[config.mk]
export PLATFORM = sky130hd
export DESIGN_NAME = instr_fetch
export DESIGN_NICKNAME = d
export VERILOG_FILES = /design/src/rtl/instr_fetch_pkg.sv /design/src/rtl/pc_reg.sv /design/src/rtl/instr_fetch.sv
export SDC_FILE = /design/constraint.sdc
export NUM_CORES = 1
export LEC_CHECK = 0
export BUFFER_PORTS_ARGS = -buffer_cell sky130_fd_sc_hd__buf_2
export CELL_PAD_IN_SITES_DETAIL_PLACEMENT = 1
export CELL_PAD_IN_SITES_GLOBAL_PLACEMENT = 1
export CORE_UTILIZATION = 38
export DETAILED_ROUTE_END_ITERATION = 10
export GPL_TIMING_DRIVEN = 0
export PLACE_DENSITY_LB_ADDON = 0.1
export SETUP_SLACK_MARGIN = 0.2
export SLEW_MARGIN = 20
export SYNTH_ARGS = -nofsm -noshare
export SYNTH_HDL_FRONTEND = slang
export SYNTH_HIERARCHICAL = 1
export SYNTH_SLANG_ARGS = --single-unit
[constraint.sdc]
create_clock -name clk -period 3.33 [get_ports clk]
set_input_delay 0.999 -clock clk [delete_from_list [all_inputs] [get_ports clk]]
set_output_delay 0.999 -clock clk [all_outputs]
set_load 0.005 [all_outputs]
[src/rtl/instr_fetch_pkg.sv]
`default_nettype none
// ============================================================================
// Module      : instr_fetch_pkg
// Description : Shared CPU defines: fetch FSM encodings and default widths.
// Revision    : 1.0 - initial release
// ============================================================================
package instr_fetch_pkg;

    localparam int DEFAULT_WIDTH    = 16;
    localparam int DEFAULT_RESET_PC = 0;

    localparam int                 STATE_W = 1;
    localparam logic [STATE_W-1:0] FETCH   = 1'b0;
    localparam logic [STATE_W-1:0] HOLD    = 1'b1;

endpackage
`default_nettype wire

[src/rtl/pc_reg.sv]
`default_nettype none
// ============================================================================
// Module      : pc_reg
// Description : Program counter with reset, load (redirect) and wrapping +1.
// Revision    : 1.0 - initial release
// ============================================================================
module pc_reg
    import instr_fetch_pkg::*;
#(
    parameter int               WIDTH    = DEFAULT_WIDTH,
    parameter logic [WIDTH-1:0] RESET_PC = WIDTH'(DEFAULT_RESET_PC)
) (
    input  logic             clk,
    input  logic             reset,
    input  logic             load,
    input  logic [WIDTH-1:0] load_pc,
    input  logic             inc,
    output logic [WIDTH-1:0] pc
);

    localparam logic [WIDTH-1:0] C_ONE = WIDTH'(1);

    logic [WIDTH-1:0] r_pc;

    // Load beats increment so a redirect always wins over a completing fetch.
    always_ff @(posedge clk) begin
        if (reset) begin
            r_pc <= RESET_PC;
        end else if (load) begin
            r_pc <= load_pc;
        end else if (inc) begin
            r_pc <= r_pc + C_ONE;
        end
    end

    assign pc = r_pc;

endmodule
`default_nettype wire

[src/rtl/instr_fetch.sv]
`default_nettype none
// ============================================================================
// Module      : instr_fetch
// Description : Two-state instruction fetch unit (FETCH / HOLD) with redirect.
// Revision    : 1.0 - initial release
// ============================================================================
module instr_fetch
    import instr_fetch_pkg::*;
#(
    parameter int               WIDTH    = DEFAULT_WIDTH,
    parameter logic [WIDTH-1:0] RESET_PC = WIDTH'(DEFAULT_RESET_PC)
) (
    input  logic             clk,
    input  logic             reset,
    output logic             mem_req,
    output logic [WIDTH-1:0] mem_addr,
    input  logic             mem_ack,
    input  logic [WIDTH-1:0] mem_rdata,
    output logic [WIDTH-1:0] instr,
    output logic [WIDTH-1:0] instr_pc,
    output logic             instr_valid,
    input  logic             instr_ready,
    input  logic             redirect,
    input  logic [WIDTH-1:0] redirect_pc,
    output logic [WIDTH-1:0] pc
);

    logic [STATE_W-1:0] r_state;
    logic [STATE_W-1:0] w_next_state;
    logic [WIDTH-1:0]   r_instr;
    logic [WIDTH-1:0]   r_instr_pc;
    logic [WIDTH-1:0]   w_pc;
    logic               w_capture;

    // A returning word is only kept when no redirect is discarding it.
    assign w_capture = (r_state == FETCH) && mem_ack && !redirect;

    pc_reg #(
        .WIDTH    (WIDTH),
        .RESET_PC (RESET_PC)
    ) u_pc_reg (
        .clk     (clk),
        .reset   (reset),
        .load    (redirect),
        .load_pc (redirect_pc),
        .inc     (w_capture),
        .pc      (w_pc)
    );

    always_ff @(posedge clk) begin
        if (reset) begin
            r_state <= FETCH;
        end else begin
            r_state <= w_next_state;
        end
    end

    always_comb begin
        w_next_state = r_state;
        if (redirect) begin
            w_next_state = FETCH;
        end else if (r_state == FETCH) begin
            if (mem_ack) begin
                w_next_state = HOLD;
            end
        end else if (instr_ready) begin
            w_next_state = FETCH;
        end
    end

    // Reset is folded in combinationally so no request or valid leaks out
    // during the reset cycle itself.
    always_comb begin
        mem_req     = 1'b0;
        instr_valid = 1'b0;
        if (!reset) begin
            mem_req     = (r_state == FETCH);
            instr_valid = (r_state == HOLD);
        end
    end

    always_ff @(posedge clk) begin
        if (reset) begin
            r_instr    <= '0;
            r_instr_pc <= '0;
        end else if (w_capture) begin
            r_instr    <= mem_rdata;
            r_instr_pc <= w_pc;
        end
    end

    assign mem_addr = w_pc;
    assign pc       = w_pc;
    assign instr    = r_instr;
    assign instr_pc = r_instr_pc;

endmodule
`default_nettype wire

==> metrics.txt <==
Iter 0 DRT Violations 47; post-route setup TNS 0 ns; number of max-cap violations 0; synth cell count leaders nand2b_1, dfxtp_1, mux2i_1; Routed Antenna Nets 0; Clock Latency Late Sink 0.30 ns; GP Congestion 0.7636; Post-CTS Setup Repair Bufs 0; setup violators final 0; final wirelength 6.859 mm; CTS root buf clkbuf_8; Arr. time, crit path 1.51 ns; fin crit share 75.33%; initial antenna violation count 0; Die W 85.04 um; port bufs 101; Max Transition Viols Final 0; crit-path max FO 10; syn avg cell area 9.597 um2; Die Area 7231 um2; CTS Buf Count 5; Post-CTS Hold Fix Bufs 0; skew final 0.005389 ns; Starting Density 40.34%; status complete, no violations; ys async rst share 0%; TritonRoute pass-1 iters 4; fmax 398.7 MHz; vias post-DR 2206; Max VDD drop 175.3 uV; Antenna diodes 0; core area 6495 um2; Resized cells post-CTS 0; fin nets 419; vias per cell 4.806; Fin. Hold Viols 0; Synth Register Bits 49; synth unique cells 28; max_slew headroom 62.58%; actual slew at the worst max-slew pin 0.5612 ns; # DRC 0; share of the synthesized area in the top cell type 37.44%; crit end category primary output; PwrDens 391.4 nW/um2; RSZ-0062 raised after global routing no; GR Overflow Total 0; Hold Path Class reg2reg; H-tree depth 2; Tmin final 2.508 ns; clock transition at the registers of the reported paths 0.09 ns; CTS sink count 49; CTS Buffer Depth 2; most common cell in the synthesized netlist nand2b_1; Mapped Area 2620 um2; area leader, netlist dfxtp_1; main area contributors after synthesis dfxtp_1, nand2b_1, mux2i_1; vias in the first global route 2235; row cnt 29; DIE HEIGHT 85.04 um; share of cells above drive strength 1 36.65%; TritonCTS clock tree built; GRT Util Overall 19.86%; type of origin of the critical path input port; WP data required 2.33 ns; Post-synth EDFFs 0; final core occ 51.40%; Crit Path Class in2out; routed len/inst 14.94 um; DP Wirelength 5.212 mm; Layout area overhead 27.41%; largest net degree at the start of global routing 15; Yosys warning count 6; # IOs 103; register area share after synthesis 37.44%; global-route wire length before repair 11.23 mm; Syn Inst Count 273; Leak 1.597 nW; net count after synthesis 311; Synth Flop Type dfxtp_1
kinds of logic (layout without fill, tap and decap cells):
group / count (synthesis) / count (layout) / share of synthesized area [%]
and+or+nand+nor: 100 / 100 / 25.69
DFF: 49 / 49 / 37.44
buffers and inverters: 47 / 156 / 11.80
muxes: 36 / 36 / 13.75
AOI/OAI and AO/OA: 26 / 26 / 6.160
xor gates and xnor gates: 14 / 14 / 4.680
adders and majority gates: 1 / 1 / 0.4775
final timing paths:
kind,startpoint,endpoint,slack [ns],cells past startpoint
worst max-delay path,reset,instr_valid,0.82,3
worst min-delay path,instr[9],instr[9],0.47,2
worst max register to register,r_state,u_pc_reg/pc[11],1.26,9
worst min register to register,instr[9],instr[9],0.47,2
per-stage QoR:
step,hold slack [ns],total power [mW],area (um2),worst slack [ns],std cells
after floorplan,0.4650,0.7842,2620,0.8345,273
final,0.4707,1.307,3338,0.8217,459
after detailed placement,0.4651,0.8789,3222,0.5125,451
after global placement,0.4546,0.8712,3222,0.5194,451
after global routing,0.4976,1.372,3338,0.7610,459
after CTS,0.4792,1.329,3338,0.8058,459
metal layers:
metal  wire length (um)  vias to the layer above  global-route usage (%)
li1                   -                     1100                       -
met3                291                        8                   3.405
met5                  0                        -                       0
met2               3206                       59                   33.58
met4                 95                        0                   6.163
met1               3265                     1039                   25.84
critical path, stage by stage:
cell and delay, ns:
clkbuf_1 0.29, nor2b_1 0.09, buf_2 0.14
power breakdown:
part	switching (mW)	internal, mW	leakage [nW]	total [mW]
Clock	0.200	0.245	0.0585	0.445
Combinational	0.0905	0.118	1.14	0.209
Sequential	0.0382	0.615	0.401	0.653
Total	0.328	0.978	1.60	1.31
area by class of cell:
class / instances / area [um2]
timing repair buffer: 101 / 505.5
inverter: 13 / 48.80
clock inverter: 1 / 30.03
multi-input combinational: 177 / 1330
tap: 77 / 96.34
buffer: 34 / 260.3
clock buffer: 7 / 86.33
fill: 769 / 3157
sequential: 49 / 980.9
cells in the final DEF, fill, tap and decap left out, drive strengths merged:
master	netlist	layout
or3	1	1
nand4	6	6
a2111oi	1	1
nor3b	1	1
nor4	6	6
clkbuf	11	18
nor3	4	4
buf	23	124
xnor2	5	5
nor2	9	9
dfxtp	49	49
a21oi	13	13
o21ai	1	1
o21a	10	10
ha	1	1
xor2	9	9
bufinv	0	1
a21o	1	1
nand3	3	3
mux2i	36	36
nand2	5	5
nand2b	64	64
nor2b	1	1
inv	13	13
Note: power is estimated with default switching activity, not from simulation.
